$ cat config.mk
export PLATFORM = sky130hd
export DESIGN_NAME = vending_machine_fsm_flat
export DESIGN_NICKNAME = d
export VERILOG_FILES = /design/src/rtl/vending_machine_fsm_if.sv /design/src/rtl/vending_machine_fsm.sv /design/src/flat_wrapper.sv
export SDC_FILE = /design/constraint.sdc
export NUM_CORES = 1
export LEC_CHECK = 0
export BUFFER_PORTS_ARGS = -buffer_cell sky130_fd_sc_hd__buf_4
export CAP_MARGIN = 20
export CORE_AREA = 5 5 42 44
export DETAILED_ROUTE_END_ITERATION = 7
export DIE_AREA = 0 0 47 49
export GPL_TIMING_DRIVEN = 0
export SLEW_MARGIN = 20
export SYNTH_ARGS = -nofsm -noshare
export SYNTH_HDL_FRONTEND = slang
export SYNTH_SLANG_ARGS = --single-unit
$ cat constraint.sdc
create_clock -name clk -period 1.2 [get_ports clk]
set_input_delay 0.06 -clock clk [delete_from_list [all_inputs] [get_ports clk]]
set_output_delay 0.06 -clock clk [all_outputs]
set_load 0.02 [all_outputs]
$ cat src/rtl/vending_machine_fsm_if.sv
// Coin/selection bus between the acceptor/buttons and the vending controller.
// Dispense and change codes travel back on the same bundle.
interface vending_machine_fsm_if;
    logic [1:0] money;
    logic [1:0] select;
    logic [1:0] item;
    logic [1:0] change;

    modport master (output money, output select, input item, input change);
    modport slave  (input money, input select, output item, output change);
endinterface

$ cat src/rtl/vending_machine_fsm.sv
// Two-product vending controller: tracks credit from 10/50 coins and emits
// one-cycle registered dispense and change pulses.
module vending_machine_fsm (
    input  logic                  clk,
    input  logic                  reset,
    vending_machine_fsm_if.slave  bus
);
    localparam int unsigned CODE_W = 2;

    localparam logic [CODE_W-1:0] MONEY_10   = CODE_W'(1);
    localparam logic [CODE_W-1:0] MONEY_50   = CODE_W'(2);
    localparam logic [CODE_W-1:0] SEL_A      = CODE_W'(1);
    localparam logic [CODE_W-1:0] SEL_B      = CODE_W'(2);
    localparam logic [CODE_W-1:0] ITEM_NONE  = CODE_W'(0);
    localparam logic [CODE_W-1:0] ITEM_A     = CODE_W'(1);
    localparam logic [CODE_W-1:0] ITEM_B     = CODE_W'(2);
    localparam logic [CODE_W-1:0] CHANGE_0   = CODE_W'(0);
    localparam logic [CODE_W-1:0] CHANGE_10  = CODE_W'(1);
    localparam logic [CODE_W-1:0] CHANGE_30  = CODE_W'(2);
    localparam logic [CODE_W-1:0] CHANGE_40  = CODE_W'(3);

    typedef enum logic [1:0] {
        IDLE     = 2'd0,
        CREDIT10 = 2'd1,
        CREDIT50 = 2'd2,
        CREDIT60 = 2'd3
    } state_t;

    state_t             state, state_nxt;
    logic [CODE_W-1:0]  item_q, item_nxt;
    logic [CODE_W-1:0]  change_q, change_nxt;

    // State and output pulse registers; reset discards any held credit.
    always_ff @(posedge clk) begin
        if (reset) begin
            state    <= IDLE;
            item_q   <= ITEM_NONE;
            change_q <= CHANGE_0;
        end else begin
            state    <= state_nxt;
            item_q   <= item_nxt;
            change_q <= change_nxt;
        end
    end

    // Below 50 only coins matter; at 50 or more only selections matter.
    always_comb begin
        state_nxt  = state;
        item_nxt   = ITEM_NONE;
        change_nxt = CHANGE_0;
        unique case (state)
            IDLE: begin
                if (bus.money == MONEY_10) begin
                    state_nxt = CREDIT10;
                end else if (bus.money == MONEY_50) begin
                    state_nxt = CREDIT50;
                end
            end
            CREDIT10: begin
                if (bus.money == MONEY_10) begin
                    // Exactly 20 credited: item A is bought without a selection.
                    state_nxt = IDLE;
                    item_nxt  = ITEM_A;
                end else if (bus.money == MONEY_50) begin
                    state_nxt = CREDIT60;
                end
            end
            CREDIT50: begin
                if (bus.select == SEL_A) begin
                    state_nxt  = IDLE;
                    item_nxt   = ITEM_A;
                    change_nxt = CHANGE_30;
                end else if (bus.select == SEL_B) begin
                    state_nxt  = IDLE;
                    item_nxt   = ITEM_B;
                end
            end
            CREDIT60: begin
                if (bus.select == SEL_A) begin
                    state_nxt  = IDLE;
                    item_nxt   = ITEM_A;
                    change_nxt = CHANGE_40;
                end else if (bus.select == SEL_B) begin
                    state_nxt  = IDLE;
                    item_nxt   = ITEM_B;
                    change_nxt = CHANGE_10;
                end
            end
            default: state_nxt = IDLE;
        endcase
    end

    assign bus.item   = item_q;
    assign bus.change = change_q;
endmodule

$ cat src/flat_wrapper.sv
// flat-port wrapper written by rule: the top's interface ports become plain ports
module vending_machine_fsm_flat 
  (clk, reset, bus_money, bus_select, bus_item, bus_change);
  vending_machine_fsm_if bus_i ();
  input  logic clk;
  input  logic reset;
  input wire logic [$bits(bus_i.money)-1:0] bus_money;
  input wire logic [$bits(bus_i.select)-1:0] bus_select;
  output wire logic [$bits(bus_i.item)-1:0] bus_item;
  output wire logic [$bits(bus_i.change)-1:0] bus_change;
  assign bus_i.money = bus_money;
  assign bus_i.select = bus_select;
  assign bus_item = bus_i.item;
  assign bus_change = bus_i.change;
  vending_machine_fsm u_core (.clk(clk), .reset(reset), .bus(bus_i));
endmodule
==> results by group, run 1 <==
Run status
  – Result of the run: finished, final reports clean

GRT
  – Maximum number of pins on one net before global-route repair: 8
  – Total GRT Usage: about 6.1%
  – Vias in the first global route: 228
  – First-pass GRT wire length: 903 um
  – Number of antenna violations at the first check in global routing: 0
  – GR Overflow Total: 0

Clocking
  – Clock-pin transition on the worst setup and hold timing paths: ~0.040 ns
  – CTS tree: built
  – Latest clock arrival within the worst-skew pair: 0.23 ns
  – TritonCTS sink count: 6
  – Post-CTS Hold Buffers: 0
  – Max Root-Sink Buffers: 2
  – CTS root buf: clkbuf_4
  – Number of H-tree levels: 1
  – Buffers inserted during post-CTS setup optimization: 0
  – TritonCTS buffer count: 3
  – Number of gates resized after cts: 0

Die
  – Site row count: 14
  – Count of pins on the block boundary: 10
  – Die ar.: 2303 um^2
  – Width of the die: 47 um
  – Initial Util: 20.98%
  – Vertical die dimension: slightly below 50 um
  – Core Box Area: 1401 um^2

Drt
  – Post-DR wirelength/cell: 9.175 um
  – DRC violation count after routing: 0
  – Detailed-routing iteration count for the pre-antenna-repair pass: 2
  – Number of nets with antenna violations after detailed routing: 0
  – Via density per instance: 4.193
  – Iteration-0 DRC count of the detailed router: 3
  – Total number of vias: 239
  – Wire length reported by the detailed router: 523 um

Final layout
  – Final instance count without filler cells: 57
  – Fillers: 162
  – Layout-stage area growth over the synthesis result: 37.45%
  – Proportion of layout cells with a drive suffix above 1: 34.15%
  – Antenna diodes: 0
  – Net count of the finished layout: 53

Placed design
  – GPL Wtd Cong: 0.6803
  – Count of input and output buffers: 9
  – Placed Cells incl. Taps: between 50 and 60
  – DP Wirelength: about 430 um

Logic synthesis
  – Distinct cell type count after synthesis: 15
  – Synthesized area per cell: between 10 and 15 um^2
  – Top-area cell type share of the netlist area: 40.85%
  – Share of the yosys chip area belonging to registers: 40.85%
  – Most frequent cell after synthesis: dfxtp_1
  – Primary flip-flop cell chosen by synthesis mapping: dfxtp_1
  – Leading cell types by count after synthesis: dfxtp_1, ha_1, nor2_1
  – Biggest area consumer among synthesized cells: dfxtp_1
  – Cells taking the most area after synthesis: dfxtp_1, ha_1, nor2_1
  – Netlist Area Pre-Place: 294.0 um^2
  – Net count of the mapped netlist: 39
  – Synth Instances: 29
  – Synth Warn #: 0
  – Number of synthesized register bits: 6
  – Number of flops mapped to enable cells by yosys: 0
  – Share of synthesized registers carrying an async set or reset: 0%

Power and ir drop
  – Leakage power total: 0.1846 nW
  – Maximum ir drop on the vdd rail: 179.8 uV
  – P per Cell Area: 1104 nW/um^2

Critical path
  – Critical path launch point: u_core.state[1]
  – Peak fanout along the critical path: 7
  – Setup slack of the most critical reg-to-reg path: 0.21 ns
  – Worst EP arrival: 1.15 ns
  – Cell depth of the worst flop-to-flop path: 3
  – Endpoint of the worst-slack reg-to-reg timing path: u_core.state[0]
  – Sort of element at the start of the critical path: flip-flop
  – Launch point of the worst reg-to-reg path: u_core.state[1]
  – Worst Path Required: 1.37 ns
  – Critical setup path kind: flip-flop to flip-flop
  – CP Capture Type: flip-flop

Job
  – Max Cap Viol: 0

STA
  – Max Slew Vio Count: 0
  – Final-layout setup total negative slack: 0 ns
  – Worst relative slew slack: around 84%
  – Period minus WS final: 0.9854 ns
  – Highest clock rate: 1015 MHz
  – Fin crit share: 82.12%
  – RSZ-0062 raised after global routing: no
  – Setup skew after layout: 0.001349 ns
  – Hold Vio Cnt, Final: 0
  – Final number of setup-violating endpoints: 0
  – Worst slew pin tran: 0.2423 ns

Hold path
  – End point of the most critical hold path: u_core.state[0]
  – Class of the worst hold path: input pin to flip-flop
  – Number of stages on the worst hold path: 2
  – Worst Min Path Start: reset
==> stage by stage <==
stage	power, mW	util [%]	worst slack (ns)	area (um^2)	hold slack, ns
final	0.4462	28.84	0.2146	404.1	0.02442
after global routing	0.4769	28.84	0.05901	404.1	0.02455
after CTS	0.4586	28.84	0.2292	404.1	0.01507
after detailed placement	0.2763	27.23	0.2407	381.6	0.2731
after global placement	0.2755	27.23	0.2425	381.6	0.2664
after floorplan	0.2477	-	0.3251	294.0	0.1291
==> area by class of cell <==
cell class	count	area, um^2	area share, %
Inverter	3	11.26	2.786
Clock buffer	3	22.52	5.573
Sequential cell	6	120.1	29.72
Timing Repair Buffer	9	67.56	16.72
Multi-Input combinational cell	20	162.7	40.25
Tap cell	16	20.02	4.954
==> where the power goes <==
group          internal (mW)  switching (mW)  total [mW]  leakage (nW)
combinational         0.0321          0.0264      0.0585         0.122
clock                  0.112          0.0616       0.174        0.0138
sequential             0.207         0.00696       0.214        0.0488
total                  0.351          0.0950       0.446         0.185
==> layout by cell type (no fill, tap or decap) <==
cell,instances
dfxtp_1,6
a22oi_1,1
a21oi_1,2
nor3_1,1
nor4bb_1,1
buf_4,9
or3_1,1
and4bb_2,1
nor3b_1,1
ha_1,4
nor2_1,4
inv_1,3
mux2i_1,1
nor4b_1,1
a31oi_1,1
clkbuf_4,3
nand2b_4,1
==> sequential cells by signal, summed over array words and instances, names as in the netlist <==
name               cells
u_core.bus.change      2
u_core.state           2
u_core.bus.item        2
==> critical path, cell delays in order, from the launching register on <==
cell and delay (ns):
dfxtp_1 0.41, nor4bb_1 0.31, a31oi_1 0.07, a21oi_1 0.12
==> logic make-up (layout without fill, tap and decap cells) <==
family / after synthesis / in the layout / share of synthesized area, %
simple gates: 11 / 11 / 26.81
flops: 6 / 6 / 40.85
fa+ha+maj: 4 / 4 / 17.02
compound gates: 4 / 4 / 8.088
buf+inv: 3 / 15 / 3.830
mux: 1 / 1 / 3.404
==> worst max path at each step <==
stage and endpoint:
2_1_floorplan u_core.state[0], 3_3_place_gp u_core.state[0], 3_5_place_dp u_core.state[0], 4_1_cts u_core.state[0], 5_1_grt u_core.state[0], 6_report u_core.state[0]
==> routing by layer <==
metal  share of wire [%]  up-vias  track usage (%)
met4                 5.2        0            9.677
met1                  38      103            6.813
met5                   0        -                0
met2                  49        7            6.561
met3                 7.1        2            2.214
li1                    -      127                -
No activity file was read; power rests on OpenSTA's default activity.
==> inputs of run 2 (changes only) <==
--- a/config.mk
+++ b/config.mk
@@ -5,6 +5,7 @@
 export SDC_FILE = /design/constraint.sdc
 export NUM_CORES = 1
 export LEC_CHECK = 0
+export ABC_AREA = 1
 export BUFFER_PORTS_ARGS = -buffer_cell sky130_fd_sc_hd__buf_4
 export CAP_MARGIN = 20
 export CORE_AREA = 5 5 42 44
==> constraint.sdc (replaced) <==
create_clock -name clk -period 0.95 [get_ports clk]
set_input_delay 0.0475 -clock clk [delete_from_list [all_inputs] [get_ports clk]]
set_output_delay 0.0475 -clock clk [all_outputs]
set_load 0.02 [all_outputs]
==> run 2 against run 1 <==
Against the previous run: non-clock buffer count grew 1; sequential share of layout area shrank 0.72 points; clock-buffer cell count did not move; sequential cell count stayed put; utilization up 0.71 points; synthesized cell count up 24%; register-to-register slack worse by 0.07 ns; worst hold slack better by 0.079 ns; critical path depth grew 2; combinational power up 35%.
==> results by group, run 2 <==
Run status
  – Result of the run: finished, final reports clean

Power and ir drop
  – Maximum ir drop on the vdd rail: 375.1 uV (+110%)
  – Leakage power total: 0.2086 nW (+13%)
  – P per Cell Area: 1390 nW/um^2 (+26%)
  – Total Power: 0.5758 mW (+29%)

Placed design
  – Placed Cells incl. Taps: 61 (+13%)
  – Standard cell area after detailed placement: 376.6 um^2 (-1.3%)
  – Count of input and output buffers: 9 (unchanged)
  – GPL Wtd Cong: 0.6678 (-1.8%)
  – DP Wirelength: 434.2 um (+1.9%)

GRT
  – Number of antenna violations at the first check in global routing: 0 (unchanged)
  – First-pass GRT wire length: 883 um (-2.2%)
  – Vias in the first global route: 246 (+7.9%)
  – GR Overflow Total: 0 (unchanged)
  – Global route hottest layer: met4
  – GR met1 Demand/Resource: 5.960% (-0.85 points)
  – Met2 capacity usage during global routing: 7.240% (+0.68 points)
  – Total GRT Usage: 5.853% (-0.27 points)
  – Maximum number of pins on one net before global-route repair: 6 (-2)
  – Global-route track usage on met3: 2.214% (unchanged)

Die
  – Width of the die: 47 um (unchanged)
  – Core Box Area: 1401 um^2 (unchanged)
  – Count of pins on the block boundary: 10 (unchanged)
  – Site row count: 14 (unchanged)
  – Initial Util: 20.62% (-0.36 points)
  – Die ar.: 2303 um^2 (unchanged)
  – Vertical die dimension: 49 um (unchanged)

STA
  – Highest clock rate: about 1100 MHz
  – Max Slew Vio Count: 0 (unchanged)
  – Period minus WS final: 0.9007 ns
  – Fin crit share: a little over nine tenths
  – Worst slew pin tran: 0.1767 ns (-0.06557 ns)
  – Final number of setup-violating endpoints: 0 (unchanged)
  – Setup skew after layout: 0.003413 ns (+0.002064 ns)
  – RSZ-0062 raised after global routing: no
  – Hold Vio Cnt, Final: 0 (unchanged)
  – Worst relative slew slack: 88.15% (+4.5 points)
  – Final-layout setup total negative slack: 0 ns (unchanged)

Drt
  – Via density per instance: 3.969 (-5.3%)
  – Wire length reported by the detailed router: 498 um (-4.8%)
  – Iteration-0 DRC count of the detailed router: 1 (-2)
  – Detailed-routing iteration count for the pre-antenna-repair pass: 4 (+2)
  – Number of nets with antenna violations after detailed routing: 0 (unchanged)
  – Post-DR wirelength/cell: 7.662 um (-16%)
  – DRC violation count after routing: 0 (unchanged)
  – Total number of vias: 258 (+7.9%)

Final layout
  – Net count of the finished layout: 61 (+15%)
  – Final instance count without filler cells: 65 (+14%)
  – Antenna diodes: 0 (unchanged)
  – Layout Cell Area excl Fill: 414.1 um^2 (+2.5%)
  – Layout-stage area growth over the synthesis result: 43.29%
  – Commonest non-fill, non-tap cell in the layout: buf_4
  – Proportion of layout cells with a drive suffix above 1: 28.57% (-5.6 points)
  – Fillers: 168 (+3.7%)
  – Highest-count cells in the layout ignoring fill and taps: buf_4, inv_1, dfxtp_1, nand2_1

Clocking
  – TritonCTS buffer count: 3 (unchanged)
  – Buffers inserted during post-CTS setup optimization: 0 (unchanged)
  – Latest clock arrival within the worst-skew pair: 0.24 ns (about the same)
  – TritonCTS sink count: 6 (unchanged)
  – CTS root buf: clkbuf_4
  – Number of H-tree levels: 1 (unchanged)
  – CTS tree: built
  – Clock-pin transition on the worst setup and hold timing paths: 0.04 ns (about the same)
  – Max Root-Sink Buffers: 2 (unchanged)

Logic synthesis
  – Primary flip-flop cell chosen by synthesis mapping: dfxtp_1
  – Synth Warn #: 0 (unchanged)
  – Top-area cell type share of the netlist area: 41.56% (+0.71 points)
  – Netlist Area Pre-Place: 289.0 um^2 (-1.7%)
  – Share of synthesized registers carrying an async set or reset: 0% (unchanged)
  – Net count of the mapped netlist: 46 (+18%)
  – Number of synthesized register bits: 6 (unchanged)
  – Biggest area consumer among synthesized cells: dfxtp_1
  – Synthesized area per cell: 8.029 um^2 (-21%)
  – Distinct cell type count after synthesis: 11 (-4)
  – Cells taking the most area after synthesis: dfxtp_1, ha_1, inv_1
  – Number of flops mapped to enable cells by yosys: 0 (unchanged)
  – Share of the yosys chip area belonging to registers: 41.56% (+0.71 points)
  – Most frequent cell after synthesis: inv_1
  – Synth Instances: 36 (+24%)
  – Leading cell types by count after synthesis: inv_1, dfxtp_1, nand2_1

Critical path
  – Sort of element at the start of the critical path: input pin
  – CP Capture Type: flip-flop
  – Launch point of the worst reg-to-reg path: u_core.state[0]
  – Setup slack of the most critical reg-to-reg path: 0.14 ns (-0.07 ns)
  – Critical setup path kind: input pin to flip-flop
  – Worst EP arrival: 1.05 ns (-0.10 ns)
  – Cell depth of the worst flop-to-flop path: 5 (+2)
  – Peak fanout along the critical path: 3 (-4)
  – Endpoint of the worst-slack reg-to-reg timing path: u_core.state[0]
  – Worst Path Required: 1.10 ns (-0.27 ns)

Job
  – Max Cap Viol: 0 (unchanged)

Hold path
  – End point of the most critical hold path: u_core.state[1]
  – Worst Min Path Start: bus_money[1]
  – Number of stages on the worst hold path: 3 (+1)
  – Class of the worst hold path: input pin to flip-flop
-- run 2: cell type report --
cell class | instances | area (um^2) | share of cell area (%)
Multi-Input combinational cell | 22 | 143.9 | 34.74
Timing Repair Buffer | 10 | 77.57 | 18.73
Sequential cell | 6 | 120.1 | 29.00
Clock buffer | 3 | 22.52 | 5.438
Inverter | 8 | 30.03 | 7.251
Tap cell | 16 | 20.02 | 4.834
-- run 2: logic make-up (layout without fill, tap and decap cells) --
| kind of cell | count (synthesis) | after routing | share of synthesized area, % |
|---|---|---|---|
| AND/OR/NAND/NOR | 13 | 13 | 21.21 |
| buffers and inverters | 8 | 21 | 10.39 |
| flip-flops | 6 | 6 | 41.56 |
| AO/OA/AOI/OAI | 5 | 5 | 9.522 |
| adder cells (fa/ha/maj) | 4 | 4 | 17.32 |
-- run 2: report_power, final --
| group | leakage [nW] | internal, mW | switching [mW] |
|---|---|---|---|
| logic | 0.146 | 0.0390 | 0.0397 |
| clock network | 0.0138 | 0.142 | 0.0851 |
| registers | 0.0488 | 0.262 | 0.00728 |
-- run 2: routing by layer --
metal / wire, um / up-vias
met5: 0 / -
met4: 0 / 0
met3: 27 / 0
met2: 265 / 9
met1: 205 / 111
li1: - / 138
-- run 2: critical path, cell delays in order --
cell and delay, ns:
dlygate4sd3_1 0.54, buf_4 0.14, inv_1 0.08, nand2_1 0.08, a211oi_1 0.17
-- run 2: how the worst max path moves through the flow --
stage | startpoint | to | cells after the start
after floorplan | u_core.state[0] | u_core.state[0] | 5
after global placement | bus_select[1] | u_core.state[0] | 7
after detailed placement | bus_select[1] | u_core.state[0] | 7
after CTS | reset | u_core.bus.change[1] | 5
after global routing | reset | u_core.bus.change[1] | 5
final | reset | u_core.bus.change[1] | 5
-- run 2: repair_timing --
item	CTS	global route
setup endpoints to repair	0	1
endpoints found under the hold margin	2	0
gates resized for setup	0	1
hold buffers	1	0
-- run 2: stage by stage --
stage | util [%] | setup slack (ns) | hold WS (ns)
4_1_cts | 29.20 | 0.06442 | 0.09623
6_report | 29.55 | 0.04925 | 0.1030
2_1_floorplan | - | 0.2186 | 0.1166
5_1_grt | 29.55 | 0.009084 | 0.1159
3_5_place_dp | 26.88 | 0.1151 | 0.2249
3_3_place_gp | 26.88 | 0.1264 | 0.2256
==> inputs of run 3 (changes only) <==
==> constraint.sdc (replaced) <==
create_clock -name clk -period 0.89 [get_ports clk]
set_input_delay 0.0445 -clock clk [delete_from_list [all_inputs] [get_ports clk]]
set_output_delay 0.0445 -clock clk [all_outputs]
set_load 0.02 [all_outputs]
==> run 3 against run 2 <==
Against the previous run: the flow now finishes with violations (setup timing); sequential power is 7% higher; utilization up 0.089 points; power is 7.5% higher; routed wire length increased by 1.0%; sequential share of layout area up 0.21 points; worst setup slack got worse by 0.053 ns; combinational power is 7.0% higher; critical endpoint unchanged; largest power group unchanged.
==> results by group, run 3 (synthesized netlist as in run 2, its figures left out) <==
Power and ir drop
  – Total Power: 0.6192 mW (+7.5%)
  – Maximum ir drop on the vdd rail: 399.4 uV (+6.5%)
  – Leakage power total: 0.2090 nW (+0.18%)
  – P per Cell Area: 1491 nW/um^2 (+7.2%)

GRT
  – Number of antenna violations at the first check in global routing: 0 (unchanged)
  – GR met1 Demand/Resource: 5.960% (unchanged)
  – Met2 capacity usage during global routing: 7.240% (unchanged)
  – Global route hottest layer: met4
  – GR Overflow Total: 0 (unchanged)
  – Global-route track usage on met3: 2.214% (unchanged)
  – Total GRT Usage: 5.853% (unchanged)
  – First-pass GRT wire length: 883 um (unchanged)
  – Maximum number of pins on one net before global-route repair: 6 (unchanged)
  – Vias in the first global route: 246 (unchanged)

STA
  – Final number of setup-violating endpoints: 1 (+1)
  – Setup skew after layout: 0.003243 ns (-0.0001704 ns)
  – Max Slew Vio Count: 0 (unchanged)
  – Hold Vio Cnt, Final: 0 (unchanged)
  – Minimum setup slack in the final design: -0.004164 ns (-0.05342 ns)
  – Hold Slack: 0.09634 ns (-0.006622 ns)
  – Highest clock rate: about 1100 MHz
  – Period minus WS final: 0.8942 ns
  – Fin crit share: 100.5%
  – RSZ-0062 raised after global routing: yes
  – Worst slew pin tran: 0.1768 ns (+0.00003088 ns)
  – Worst relative slew slack: 88.14% (about the same)

Placed design
  – Standard cell area after detailed placement: 376.6 um^2 (unchanged)
  – GPL Wtd Cong: 0.6678 (unchanged)
  – Count of input and output buffers: 9 (unchanged)
  – DP Wirelength: 434.2 um (unchanged)

Drt
  – Iteration-0 DRC count of the detailed router: 2 (+1)
  – Detailed-routing iteration count for the pre-antenna-repair pass: 2 (-2)
  – Number of nets with antenna violations after detailed routing: 0 (unchanged)
  – Post-DR wirelength/cell: 7.738 um (+1.0%)
  – Total number of vias: 264 (+2.3%)
  – Via density per instance: 4.062 (+2.3%)
  – DRC violation count after routing: 0 (unchanged)
  – Wire length reported by the detailed router: 503 um (+1.0%)

Die
  – Vertical die dimension: 49 um (unchanged)
  – Count of pins on the block boundary: 10 (unchanged)
  – Width of the die: 47 um (unchanged)
  – Site row count: 14 (unchanged)
  – Initial Util: 20.62% (unchanged)
  – Die ar.: 2303 um^2 (unchanged)
  – Core Box Area: 1401 um^2 (unchanged)

Critical path
  – Launch point of the worst reg-to-reg path: u_core.state[1]
  – CP Capture Type: flip-flop
  – Critical setup path kind: input pin to flip-flop
  – Worst Path Required: 1.05 ns (-0.05 ns)
  – Peak fanout along the critical path: 3 (unchanged)
  – Worst EP arrival: 1.05 ns (about the same)
  – Critical path launch point: reset
  – Sort of element at the start of the critical path: input pin

Clocking
  – Max Root-Sink Buffers: 2 (unchanged)
  – Latest clock arrival within the worst-skew pair: 0.24 ns (about the same)
  – Buffers inserted during post-CTS setup optimization: 0 (unchanged)
  – CTS tree: built
  – Number of H-tree levels: 1 (unchanged)
  – TritonCTS sink count: 6 (unchanged)
  – CTS root buf: clkbuf_4
  – Clock-pin transition on the worst setup and hold timing paths: 0.04 ns (about the same)
  – TritonCTS buffer count: 3 (unchanged)

Final layout
  – Layout-stage area growth over the synthesis result: 43.72%
  – Highest-count cells in the layout ignoring fill and taps: buf_4, inv_1, nand2_1, dfxtp_1
  – Layout Cell Area excl Fill: 415.4 um^2 (+0.30%)
  – Proportion of layout cells with a drive suffix above 1: 30.61% (+2.0 points)
  – Commonest non-fill, non-tap cell in the layout: buf_4
  – Net count of the finished layout: 61 (unchanged)
  – Antenna diodes: 0 (unchanged)

Job
  – Max Cap Viol: 0 (unchanged)

Run status
  – Result of the run: complete, but fails checks
  – Violated checks: setup timing

Hold path
  – Class of the worst hold path: input pin to flip-flop
  – Worst Min Path Start: bus_money[1]
-- run 3: cell count changes in the layout (fill, tap and decap cells not counted) --
cell     change
dfxtp_1      -1
dfxtp_2      +1
-- run 3: metrics by stage --
step	setup TNS, ns	util, %	setup WS (ns)	instances
final	-0.004164	29.64	-0.004164	65
after global routing	-0.1172	29.64	-0.04792	65
after CTS	0	29.20	0.007421	65
after detailed placement	0	26.88	0.05806	61
after global placement	0	26.88	0.06940	61
after floorplan	0	-	0.1586	36
-- run 3: critical path, stage by stage --
cell,delay (ns)
dlygate4sd3_1,0.54
buf_4,0.14
inv_1,0.08
nand2_1,0.08
a211oi_1,0.17
-- run 3: what timing repair did --
| item | 4_1_cts | 5_1_grt |
|---|---|---|
| hold buffers | 1 | 0 |
| endpoints found under the hold margin | 2 | 0 |
| gates resized for setup | 0 | 2 |
| endpoints found under the setup margin | 0 | 4 |
-- run 3: worst paths after layout --
path                                              to  slack, ns  depth (start not counted)
worst min-delay path                 u_core.state[1]        0.1                          3
worst min register to register    u_core.bus.item[1]       0.47                          2
worst max register to register    u_core.bus.item[0]       0.09                          3
worst max-delay path            u_core.bus.change[1]     -0.004                          5
-- run 3: final cells by class --
class | instances | area, um^2
inverter | 8 | 30.03
sequential | 6 | 121.4
clock buffer | 3 | 22.52
tap | 16 | 20.02
fill | 170 | 985.9
timing repair buffer | 10 | 77.57
multi-input combinational | 22 | 143.9
-- run 3: per-layer routing --
metal	vias to the layer above	share of wire (%)
li1	138	-
met1	113	41
met2	10	49
met3	3	5.6
met4	0	4.6
met5	-	0
-- run 3: where the power goes --
part / internal (mW) / switching, mW / leakage, nW
Clock: 0.152 / 0.0943 / 0.0138
Combinational: 0.0416 / 0.0425 / 0.146
Sequential: 0.281 / 0.00772 / 0.0492
